<file path="src/rtl/semaforo_pkg.sv">
// Shared types and default timing for the vehicle controller and its
// pedestrian-side companion.
package semaforo_pkg;

    // Pedestrian-side phases.
    typedef enum logic [2:0] {
        ESPERA    = 3'd0,
        SOLICITUD = 3'd1,
        CRUCE     = 3'd2,
        PARPADEO  = 3'd3,
        DESPEJE   = 3'd4
    } estado_t;

    // Default timing constants.
    localparam int DEF_DEBOUNCE     = 4;
    localparam int DEF_WALK_CYCLES  = 8;
    localparam int DEF_FLASH_CYCLES = 6;
    localparam int DEF_BLINK_HALF   = 1;
    localparam int DEF_CW           = 8;

    // Vehicles are not safely stopped unless red alone is lit.
    function automatic logic viola_enclavamiento(input logic rojo,
                                                 input logic amarillo,
                                                 input logic verde);
        return !rojo || amarillo || verde;
    endfunction

endpackage

</file>
<file path="src/rtl/antirrebote.sv">
// Button conditioner: two-flop synchroniser followed by a stability
// counter; emits the debounced level and a one-cycle rising-edge event.
module antirrebote
    import semaforo_pkg::*;
#(
    parameter int DEBOUNCE = DEF_DEBOUNCE
) (
    input  logic clk_i,
    input  logic rst_ni,
    input  logic boton_i,
    output logic nivel_o,
    output logic pulsacion_o
);

    localparam int CNT_W = (DEBOUNCE > 1) ? $clog2(DEBOUNCE) : 1;
    localparam logic [CNT_W-1:0] CNT_MAX = CNT_W'(DEBOUNCE - 1);

    logic             sinc1_q, sinc2_q;
    logic [CNT_W-1:0] cnt_q, cnt_d;
    logic             nivel_q, nivel_d;
    logic             puls_q, puls_d;

    // Accept a new level only after DEBOUNCE consecutive differing samples.
    always_comb begin
        cnt_d   = cnt_q;
        nivel_d = nivel_q;
        puls_d  = 1'b0;
        if (sinc2_q != nivel_q) begin
            if (cnt_q == CNT_MAX) begin
                nivel_d = sinc2_q;
                cnt_d   = '0;
                puls_d  = sinc2_q;
            end else begin
                cnt_d = cnt_q + 1'b1;
            end
        end else begin
            cnt_d = '0;
        end
    end

    // Synchroniser and debounce state.
    always_ff @(posedge clk_i or negedge rst_ni) begin
        if (!rst_ni) begin
            sinc1_q <= 1'b0;
            sinc2_q <= 1'b0;
            cnt_q   <= '0;
            nivel_q <= 1'b0;
            puls_q  <= 1'b0;
        end else begin
            sinc1_q <= boton_i;
            sinc2_q <= sinc1_q;
            cnt_q   <= cnt_d;
            nivel_q <= nivel_d;
            puls_q  <= puls_d;
        end
    end

    assign nivel_o     = nivel_q;
    assign pulsacion_o = puls_q;

endmodule

</file>
<file path="src/rtl/semaforo_peatonal.sv">
// Pedestrian-side controller: turns a debounced button press into a
// request pulse for the vehicle controller, then runs the walk / flash /
// clear sequence only while vehicles hold red, latching any interlock fault.
module semaforo_peatonal
    import semaforo_pkg::*;
#(
    parameter int DEBOUNCE     = DEF_DEBOUNCE,
    parameter int WALK_CYCLES  = DEF_WALK_CYCLES,
    parameter int FLASH_CYCLES = DEF_FLASH_CYCLES,
    parameter int BLINK_HALF   = DEF_BLINK_HALF,
    parameter int CW           = DEF_CW
) (
    input  logic          clk,
    input  logic          rst,
    input  logic          boton,
    input  logic          rojo,
    input  logic          amarillo,
    input  logic          verde,
    input  logic          blanco,
    output logic          pulsador,
    output logic          peaton_verde,
    output logic          peaton_rojo,
    output logic          espera,
    output logic [CW-1:0] cuenta,
    output logic          falla
);

    localparam logic [CW-1:0] CUENTA_INI = CW'(WALK_CYCLES + FLASH_CYCLES - 1);
    localparam logic [CW-1:0] WALK_FIN   = CW'(WALK_CYCLES - 1);
    localparam logic [CW-1:0] FLASH_FIN  = CW'(FLASH_CYCLES - 1);
    localparam logic [CW-1:0] BLINK_FIN  = CW'(BLINK_HALF - 1);

    estado_t       estado_q;
    logic          pulsador_q;
    logic          peaton_verde_q;
    logic          peaton_rojo_q;
    logic          espera_q;
    logic          falla_q;
    logic          pend_q;
    logic [CW-1:0] cuenta_q;
    logic [CW-1:0] fase_q;
    logic [CW-1:0] blink_q;

    logic nivel;
    logic pulsacion;
    logic press;
    logic violacion;
    logic autorizado;

    antirrebote #(
        .DEBOUNCE(DEBOUNCE)
    ) u_antirrebote (
        .clk_i      (clk),
        .rst_ni     (rst),
        .boton_i    (boton),
        .nivel_o    (nivel),
        .pulsacion_o(pulsacion)
    );

    // The event is only meaningful while the level it announces is high.
    assign press      = pulsacion && nivel;
    assign violacion  = viola_enclavamiento(rojo, amarillo, verde);
    assign autorizado = blanco && !violacion;

    // Phase sequencer with registered lamp, countdown and fault outputs.
    always_ff @(posedge clk or negedge rst) begin
        if (!rst) begin
            estado_q       <= ESPERA;
            pulsador_q     <= 1'b0;
            peaton_verde_q <= 1'b0;
            peaton_rojo_q  <= 1'b1;
            espera_q       <= 1'b0;
            falla_q        <= 1'b0;
            pend_q         <= 1'b0;
            cuenta_q       <= '0;
            fase_q         <= '0;
            blink_q        <= '0;
        end else begin
            pulsador_q <= 1'b0;
            case (estado_q)
                ESPERA: begin
                    if (press || pend_q) begin
                        pulsador_q <= 1'b1;
                        espera_q   <= 1'b1;
                        pend_q     <= 1'b0;
                        estado_q   <= SOLICITUD;
                    end
                end
                SOLICITUD: begin
                    // Presses here are absorbed, including on the entry edge.
                    if (autorizado) begin
                        estado_q       <= CRUCE;
                        peaton_verde_q <= 1'b1;
                        peaton_rojo_q  <= 1'b0;
                        espera_q       <= 1'b0;
                        cuenta_q       <= CUENTA_INI;
                        fase_q         <= WALK_FIN;
                    end
                end
                CRUCE: begin
                    if (press) pend_q <= 1'b1;
                    if (violacion || !blanco) begin
                        estado_q       <= DESPEJE;
                        peaton_verde_q <= 1'b0;
                        peaton_rojo_q  <= 1'b1;
                        cuenta_q       <= '0;
                        if (violacion) falla_q <= 1'b1;
                    end else if (fase_q == '0) begin
                        estado_q       <= PARPADEO;
                        peaton_verde_q <= 1'b1;
                        cuenta_q       <= cuenta_q - 1'b1;
                        fase_q         <= FLASH_FIN;
                        blink_q        <= BLINK_FIN;
                    end else begin
                        cuenta_q <= cuenta_q - 1'b1;
                        fase_q   <= fase_q - 1'b1;
                    end
                end
                PARPADEO: begin
                    if (press) pend_q <= 1'b1;
                    if (violacion || !blanco || fase_q == '0) begin
                        estado_q       <= DESPEJE;
                        peaton_verde_q <= 1'b0;
                        peaton_rojo_q  <= 1'b1;
                        cuenta_q       <= '0;
                        if (violacion) falla_q <= 1'b1;
                    end else begin
                        cuenta_q <= cuenta_q - 1'b1;
                        fase_q   <= fase_q - 1'b1;
                        if (blink_q == '0) begin
                            peaton_verde_q <= ~peaton_verde_q;
                            blink_q        <= BLINK_FIN;
                        end else begin
                            blink_q <= blink_q - 1'b1;
                        end
                    end
                end
                DESPEJE: begin
                    // Wait for the authorisation to drop so it is served once.
                    if (press) pend_q <= 1'b1;
                    if (!blanco) estado_q <= ESPERA;
                end
                default: begin
                    estado_q       <= ESPERA;
                    peaton_verde_q <= 1'b0;
                    peaton_rojo_q  <= 1'b1;
                    espera_q       <= 1'b0;
                    cuenta_q       <= '0;
                end
            endcase
        end
    end

    assign pulsador     = pulsador_q;
    assign peaton_verde = peaton_verde_q;
    assign peaton_rojo  = peaton_rojo_q;
    assign espera       = espera_q;
    assign cuenta       = cuenta_q;
    assign falla        = falla_q;

endmodule

</file>
<file path="config.mk">
export PLATFORM = sky130hd
export DESIGN_NAME = semaforo_peatonal
export DESIGN_NICKNAME = d
export VERILOG_FILES = /design/src/rtl/semaforo_pkg.sv /design/src/rtl/antirrebote.sv /design/src/rtl/semaforo_peatonal.sv
export SDC_FILE = /design/constraint.sdc
export NUM_CORES = 1
export LEC_CHECK = 0
export ABC_AREA = 0
export BUFFER_PORTS_ARGS = -buffer_cell sky130_fd_sc_hd__buf_2
export CAP_MARGIN = 10
export CORE_UTILIZATION = 25
export DETAILED_ROUTE_END_ITERATION = 12
export SLEW_MARGIN = 15
export SYNTH_ARGS = -nofsm -noshare
export SYNTH_HDL_FRONTEND = slang
export SYNTH_SLANG_ARGS = --single-unit
</file>
<file path="constraint.sdc">
create_clock -name clk -period 4.66 [get_ports clk]
set_input_delay 0.932 -clock clk [delete_from_list [all_inputs] [get_ports clk]]
set_output_delay 0.932 -clock clk [all_outputs]
set_load 0.02 [all_outputs]
</file>
## Word level (Yosys, flattened, before mapping)

Cells that the tools add are included.

| storage, ports and cells | value |
|---|---|
| memories kept | 0 |
| bits in read-only memories | 0 |
| bits in writable memories | 0 |
| latch bits | 0 |
| input port bits | 7 |
| register bits after elaboration | 39 |

| operators by class | value |
|---|---|
| divide/modulo/power cells | 0 |
| shifts and indexed selects | 0 |
| muxes and demuxes | 46 |
| bitwise gates (word level) | 3 |
| $lt $le $gt $ge | 0 |
| add/sub/neg operators | 4 |
| multipliers | 0 |
| reductions and logical operators | 28 |
| equality and inequality tests | 17 |

Operator list:

| kind | count |
|---|---|
| two-way mux 8 bit | 11 |
| one-hot mux 8 bit (4 select lines) | 1 |
| one-hot mux 8 bit (3 select lines) | 1 |
| subtractor 8 x 1 -> 8 bit, second input constant | 3 |
| two-way mux 1 bit | 18 |
| two-way mux 3 bit | 6 |
| logical NOT 8 bit | 2 |
| inequality test 2 bit, second input constant | 8 |
| one-hot mux 8 bit (2 select lines) | 1 |
| AND reduction 4 bit | 4 |
| one-hot mux 3 bit (5 select lines) | 1 |
| AND reduction 3 bit | 3 |
| one-hot mux 1 bit (4 select lines) | 2 |
| == test 3 x 2 -> 1 bit, second input constant | 2 |
| inequality test 3 bit, second input constant | 2 |
| logical OR 1 bit | 5 |
| AND reduction 5 bit | 1 |
| two-way mux 2 bit | 2 |
| one-hot mux 1 bit (2 select lines) | 2 |
| AND reduction 2 bit | 2 |
| nonzero test 2 bit | 2 |
| == test 3 x 1 -> 1 bit, second input constant | 1 |
| == test 3 bit, second input constant | 1 |
| logical NOT 1 bit | 3 |
| other kinds (11) | 14 |

## Logic depth before layout (Yosys ltp)

| logic depth | value |
|---|---|
| depth after elaboration | 7 |
| depth in mapped cells | 7 |
| mapped depth without buffers | 6 |

## By module

From an unflattened synthesis, not the netlist that was laid out.

| second synthesis, totals | value |
|---|---|
| cell total of the unflattened synthesis | 220 |
| area total of the unflattened synthesis | 2084.5 um^2 |

By module, submodules not included:

| module | times used | area each (um^2) | cells each |
|---|---|---|---|
| semaforo_peatonal | 1 | 1875.5 | 208 |
| antirrebote | 1 | 209.0 | 12 |

## Worst setup path after synthesis

Ideal clock, no wire load.

| path | value |
|---|---|
| kind | in2reg |
| start | input amarillo |
| end | register fase_q[3] |
| setup time | 0.078 ns |
| cell stages on the path | 6 |
| data required time | 4.582 ns |
| arrival | 2.332 ns |
| path buffers | 2 |
| path slack | 2.250 ns |
| cell sequence | nand4bb_1 > buf_2 > or3_4 > buf_6 > or4_1 > a21oi_1 |

| on the way | value |
|---|---|
| word-level cells in the longest chain between the ends | 6 |

Ends and longest elaborated chain:

| what | RTL line | text |
|---|---|---|
| start: declaration | semaforo_peatonal.sv:17 | `input logic amarillo,` |
| logical OR 1 bit (*) (2 in series) | semaforo_pkg.sv:25 | `return !rojo \|\| amarillo \|\| verde;` |
| logical OR 1 bit / logical NOT 1 bit (equally long branches) | semaforo_peatonal.sv:102, semaforo_peatonal.sv:121, semaforo_peatonal.sv:63 |  |
| logical OR 1 bit / logical AND 1 bit (equally long branches) | semaforo_peatonal.sv:121, semaforo_peatonal.sv:63 |  |
| inequality test 2 bit (no source line) | - |  |
| AND reduction 4 bit (no source line) (*) | - |  |
| end signal: assignment | semaforo_peatonal.sv:116 | `fase_q <= fase_q - 1'b1;` |
| end signal: assignment | semaforo_peatonal.sv:129 | `fase_q <= fase_q - 1'b1;` |
| end: declaration | semaforo_peatonal.sv:41 | `logic [CW-1:0] fase_q;` |

Every way passes the cells marked *; elsewhere a longest branch is shown, timed or not.
A chain may end at the register's enable or synchronous reset.

## Worst setup path in the final report

| path | value |
|---|---|
| start | input amarillo |
| end | register blink_q[5] |

| on the way | value |
|---|---|
| word-level cells in the longest chain between the ends | 6 |

Ends and longest elaborated chain:

| what | RTL line | text |
|---|---|---|
| logical OR 1 bit (*) (2 in series) | semaforo_pkg.sv:25 |  |
| logical OR 1 bit (*) | semaforo_peatonal.sv:102, semaforo_peatonal.sv:121 |  |
| logical OR 1 bit | semaforo_peatonal.sv:121 | `if (violacion \|\| !blanco \|\| fase_q == '0) begin` |
| inequality test 2 bit (no source line) | - |  |
| AND reduction 4 bit (no source line) (*) | - |  |
| end signal: assignment | semaforo_peatonal.sv:134 | `blink_q <= blink_q - 1'b1;` |
| end: declaration | semaforo_peatonal.sv:42 | `logic [CW-1:0] blink_q;` |

Marked as above.

==> results <==
- The smallest clock period supported by the final layout is computed as between 2 and 3 ns.
- The worst path required time is 4.87 ns.
- The number of max-slew violations in the final report is 0.
- In the post-synthesis netlist, the biggest area contributors are sky130_fd_sc_hd__dfrtp_1 (44%), sky130_fd_sc_hd__a21oi_1 (5.1%), sky130_fd_sc_hd__o21ai_0 (3.7%).
- After synthesis, the netlist uses 54 different library cells.
- The sequential area share after synthesis is 45.5%.
- The worst setup path is launched from an input port.
- The area overhead of the layout relative to synthesis is 12.5%.
- The number of nets with antenna violations after routing is 0.
- The power density relative to cell area is roughly 490 mW/mm².
- After the last flow step, the layout net total stands at approximately 250.
- The critical path endpoint category is a register.
- The residual overflow from global routing is 0.
- The clock-pin transition on the worst setup and hold timing paths is roughly 0.080 ns.
- Counting instances in the post-synthesis netlist gives the leading cell types as sky130_fd_sc_hd__dfrtp_1 (38), sky130_fd_sc_hd__a21oi_1 (22), sky130_fd_sc_hd__o21ai_0 (16), sky130_fd_sc_hd__inv_1 (13), sky130_fd_sc_hd__nor3_1 (12).
- Synthesis produced a netlist with a net count of about 240.
- Of all nets on the critical path, the largest fanout is 10.
- The placed instances occupy a cell area of roughly 0.0023 mm².
- 20 I/O pins were placed.
- After detailed routing, the number of vias per cell comes to approximately 5.2.
- The signal arrival time at the worst endpoint is between 2 and 3 ns.
- The root cell of the clock tree is sky130_fd_sc_hd__clkbuf_8.
- The switching part of the total is between 40% and 50%.
- A synthesized cell averages ~9.6 µm².
- The area share of the largest cell type after synthesis is 44.2%.
- The via count of the first global-routing pass is 1,678.
- The category of the critical setup timing path is in -> reg.
- The placeable core region is approximately 0.0083 mm².
- The number of warnings printed during yosys synthesis is 0.
- The area of the mapped netlist is around 0.0021 mm².
- Yosys instantiated no cell more often than sky130_fd_sc_hd__dfrtp_1.
- The flow ran to the end, and the final reports show no timing, DRC or antenna violations.
- Buffers inserted to repair hold after CTS numbered 0.
- The initial core utilization is 26.0%.
- The slew at the pin closest to its max-slew limit is 0.880 ns.
- The number of failing hold endpoints at the final stage is 0.
- The die is about 95 µm wide.
- The number of antenna violations at the first check in global routing came to 0.
- Once the clock tree was built, the setup fixing pass inserted 0 buffers.
- The most common flop cell mapped by yosys is sky130_fd_sc_hd__dfrtp_1.
- Buffers inserted during clock tree synthesis total 5.
- The die footprint is 0.00897 mm².
- After routing the design area is approximately 0.0024 mm².
- Across the routed clock network, the largest skew measured is ~0.016 ns.
- The clock passes through at most 2 buffers.
- The CTS tree is built.
- The power share of the combinational group is about two fifths.
- The post-synthesis register bit count is 39.
- After detailed routing, the total wire length is 4600 µm.
- The first global-routing pass estimated ~7900 µm of wire.
- Cell internal power was estimated by the tool at between 0.6 and 0.7 mW.
- The slowest stage cell on the critical path is sky130_fd_sc_hd__a211oi_1.
- The detailed placement HPWL is roughly 3100 µm.
- The clock reaches the later pin of the worst-skew pair after just under 0.3 ns.
- Across the run, the number of max-cap violations was 0.
- The post-CTS resize count is 0.
- The leakage power total is 1.04 nW.
- The combined global-route utilization of all metal layers is between 10% and 20%.
- At the end of routability-driven placement, the weighted congestion stood at 0.769.
- The count of mapped cells out of synthesis is ~230.
- The min-delay analysis places its worst path in the category reg -> reg.
- Measured along the y axis, the die boundary spans around 95 µm.
- The number of diodes added for antenna fixing is 0.
- The total number of clock tree sinks is 39.
- The final period utilization is between 50% and 60%.
- The count of buffers inserted at the top-level ports is 19.
- The CTS H-tree depth is 2.
- Based on the critical path, the design can be clocked at up to 387 MHz.
- The DRC violation count after routing is 0.
- The count of fill cells added during filler insertion is 862.
- The worst-case IR drop observed on VDD is between 0.1 and 0.15 mV.
- The vias after detailed routing is around 1,800.
- The routed length per placed instance is roughly 13 µm.
- The number of iterations in the first detailed-routing pass is 4.
- The number of synthesized flops with an enable pin is 0.
- Of all flip-flops after synthesis, the portion carrying an async set or reset was between 90% and 100%.
- Of the total power, the clock network draws 19.1%.
- Setup repair after global routing left no endpoint under its margin.
- Setup violations remaining at the end of the flow were counted as 0.
- Registers are responsible for 42.8% of the overall power.
- For this block, the initial DRC count from the detailed router was ~150.
- The initialized floorplan defines 33 standard-cell rows.
- The net switching component of the power is roughly 0.48 mW.
- The final total power is 1.18 mW.
- Setup total negative slack on the finished layout was measured at 0 ns.
- The worst max-slew margin expressed relative to the limit is about two fifths.
- sky130_fd_sc_hd__dfrtp_1 takes more of the synthesized area than any other cell.
- Entering global routing, the biggest net connects 40 pins.
- In the final layout, the share of cells above drive strength 1 is about 15%.
- The critical path's largest stage delay is 0.75 ns.
- The critical path goes through buf_2, nand4bb_1, a211oi_1, nand2_1, o221ai_1.
==> placed cells by master (no fill, tap or decap), types with 4 or more instances in the layout <==
cell type / n
sky130_fd_sc_hd__or4_1: 8
sky130_fd_sc_hd__a21oi_1: 22
sky130_fd_sc_hd__nand2_1: 11
sky130_fd_sc_hd__nand2b_1: 5
sky130_fd_sc_hd__clkbuf_8: 5
sky130_fd_sc_hd__nor2_1: 7
sky130_fd_sc_hd__nand3_1: 5
sky130_fd_sc_hd__dfrtp_1: 38
sky130_fd_sc_hd__ha_1: 5
sky130_fd_sc_hd__o31ai_1: 7
sky130_fd_sc_hd__o22ai_1: 4
sky130_fd_sc_hd__buf_2: 19
sky130_fd_sc_hd__a31oi_1: 5
sky130_fd_sc_hd__o21ai_0: 16
sky130_fd_sc_hd__nor3_1: 12
sky130_fd_sc_hd__or3_1: 5
sky130_fd_sc_hd__inv_1: 13
==> power by group through the flow <==
stage          logic [mW]  clock network, mW  registers (mW)
2_1_floorplan       0.345                  0           0.490
3_3_place_gp        0.441                  0           0.506
3_5_place_dp        0.449                  0           0.508
4_1_cts             0.452              0.237           0.502
5_1_grt             0.514              0.249           0.518
6_report            0.448              0.225           0.503
==> worst paths after layout <==
check                      slack, ns             startpoint  cells after the start                    end
max in group asynchronous       3.35                    rst                      1            estado_q[1]
min in group asynchronous       0.76                    rst                      1              fase_q[7]
max                             2.08               amarillo                      5             blink_q[5]
min                             0.35  u_antirrebote.sinc1_q                      0  u_antirrebote.sinc2_q
max reg2reg                     2.36              fase_q[0]                      6              fase_q[6]
min reg2reg                     0.35  u_antirrebote.sinc1_q                      0  u_antirrebote.sinc2_q
==> stage by stage <==
step | util (%) | instances | hold WS, ns | setup WS (ns)
4_1_cts | 29.3 | 348 | 0.355 | 2.08
3_3_place_gp | 28.2 | 340 | 0.334 | 1.89
5_1_grt | 29.3 | 348 | 0.378 | 1.88
2_1_floorplan | - | 225 | 0.331 | 2.25
3_5_place_dp | 28.2 | 340 | 0.337 | 1.78
6_report | 29.3 | 348 | 0.353 | 2.08
==> final cells by class <==
type	count	area, µm²	area share [%]
timing repair buffer	19	95.1	3.93
inverter	13	48.8	2.02
multi-input combinational	164	1080	44.7
clock buffer	6	72.6	3.00
clock inverter	2	12.5	0.518
sequential	39	977	40.4
tap	105	131	5.43
==> per-layer routing <==
metal | vias to the layer above | track usage, % | part of all wire, %
met2 | 26 | 16.8 | 46
met4 | 0 | 4.80 | 1.2
met5 | - | 0 | 0
met1 | 885 | 15.0 | 50
met3 | 5 | 2.82 | 3.2
li1 | 890 | - | -
==> cells by family (layout without fill, tap and decap cells) <==
| logic type | Yosys count | count (layout) | synth area share [%] |
|---|---|---|---|
| AO/OA/AOI/OAI | 74 | 74 | 21.7 |
| XOR/XNOR | 3 | 3 | 1.22 |
| adder cells (fa/ha/maj) | 5 | 5 | 2.91 |
| buffers and inverters | 22 | 40 | 4.31 |
| flip-flops | 39 | 39 | 45.5 |
| multiplexers | 4 | 4 | 1.98 |
| AND/OR/NAND/NOR | 78 | 78 | 22.4 |
==> registers in the layout, indices dropped and copies added (netlist names), 2 cells and up <==
| name | cells |
|---|---|
| blink_q | 8 |
| fase_q | 8 |
| cuenta | 8 |
| estado_q | 3 |
| u_antirrebote.cnt_q | 2 |
==> worst max-delay path, delay by kind of cell <==
family / cells / cell delay [ns]
compound gates: 2 / 0.98
buf+inv: 1 / 0.11
simple gates: 2 / 0.77
Note: power is estimated with default switching activity, not from simulation.
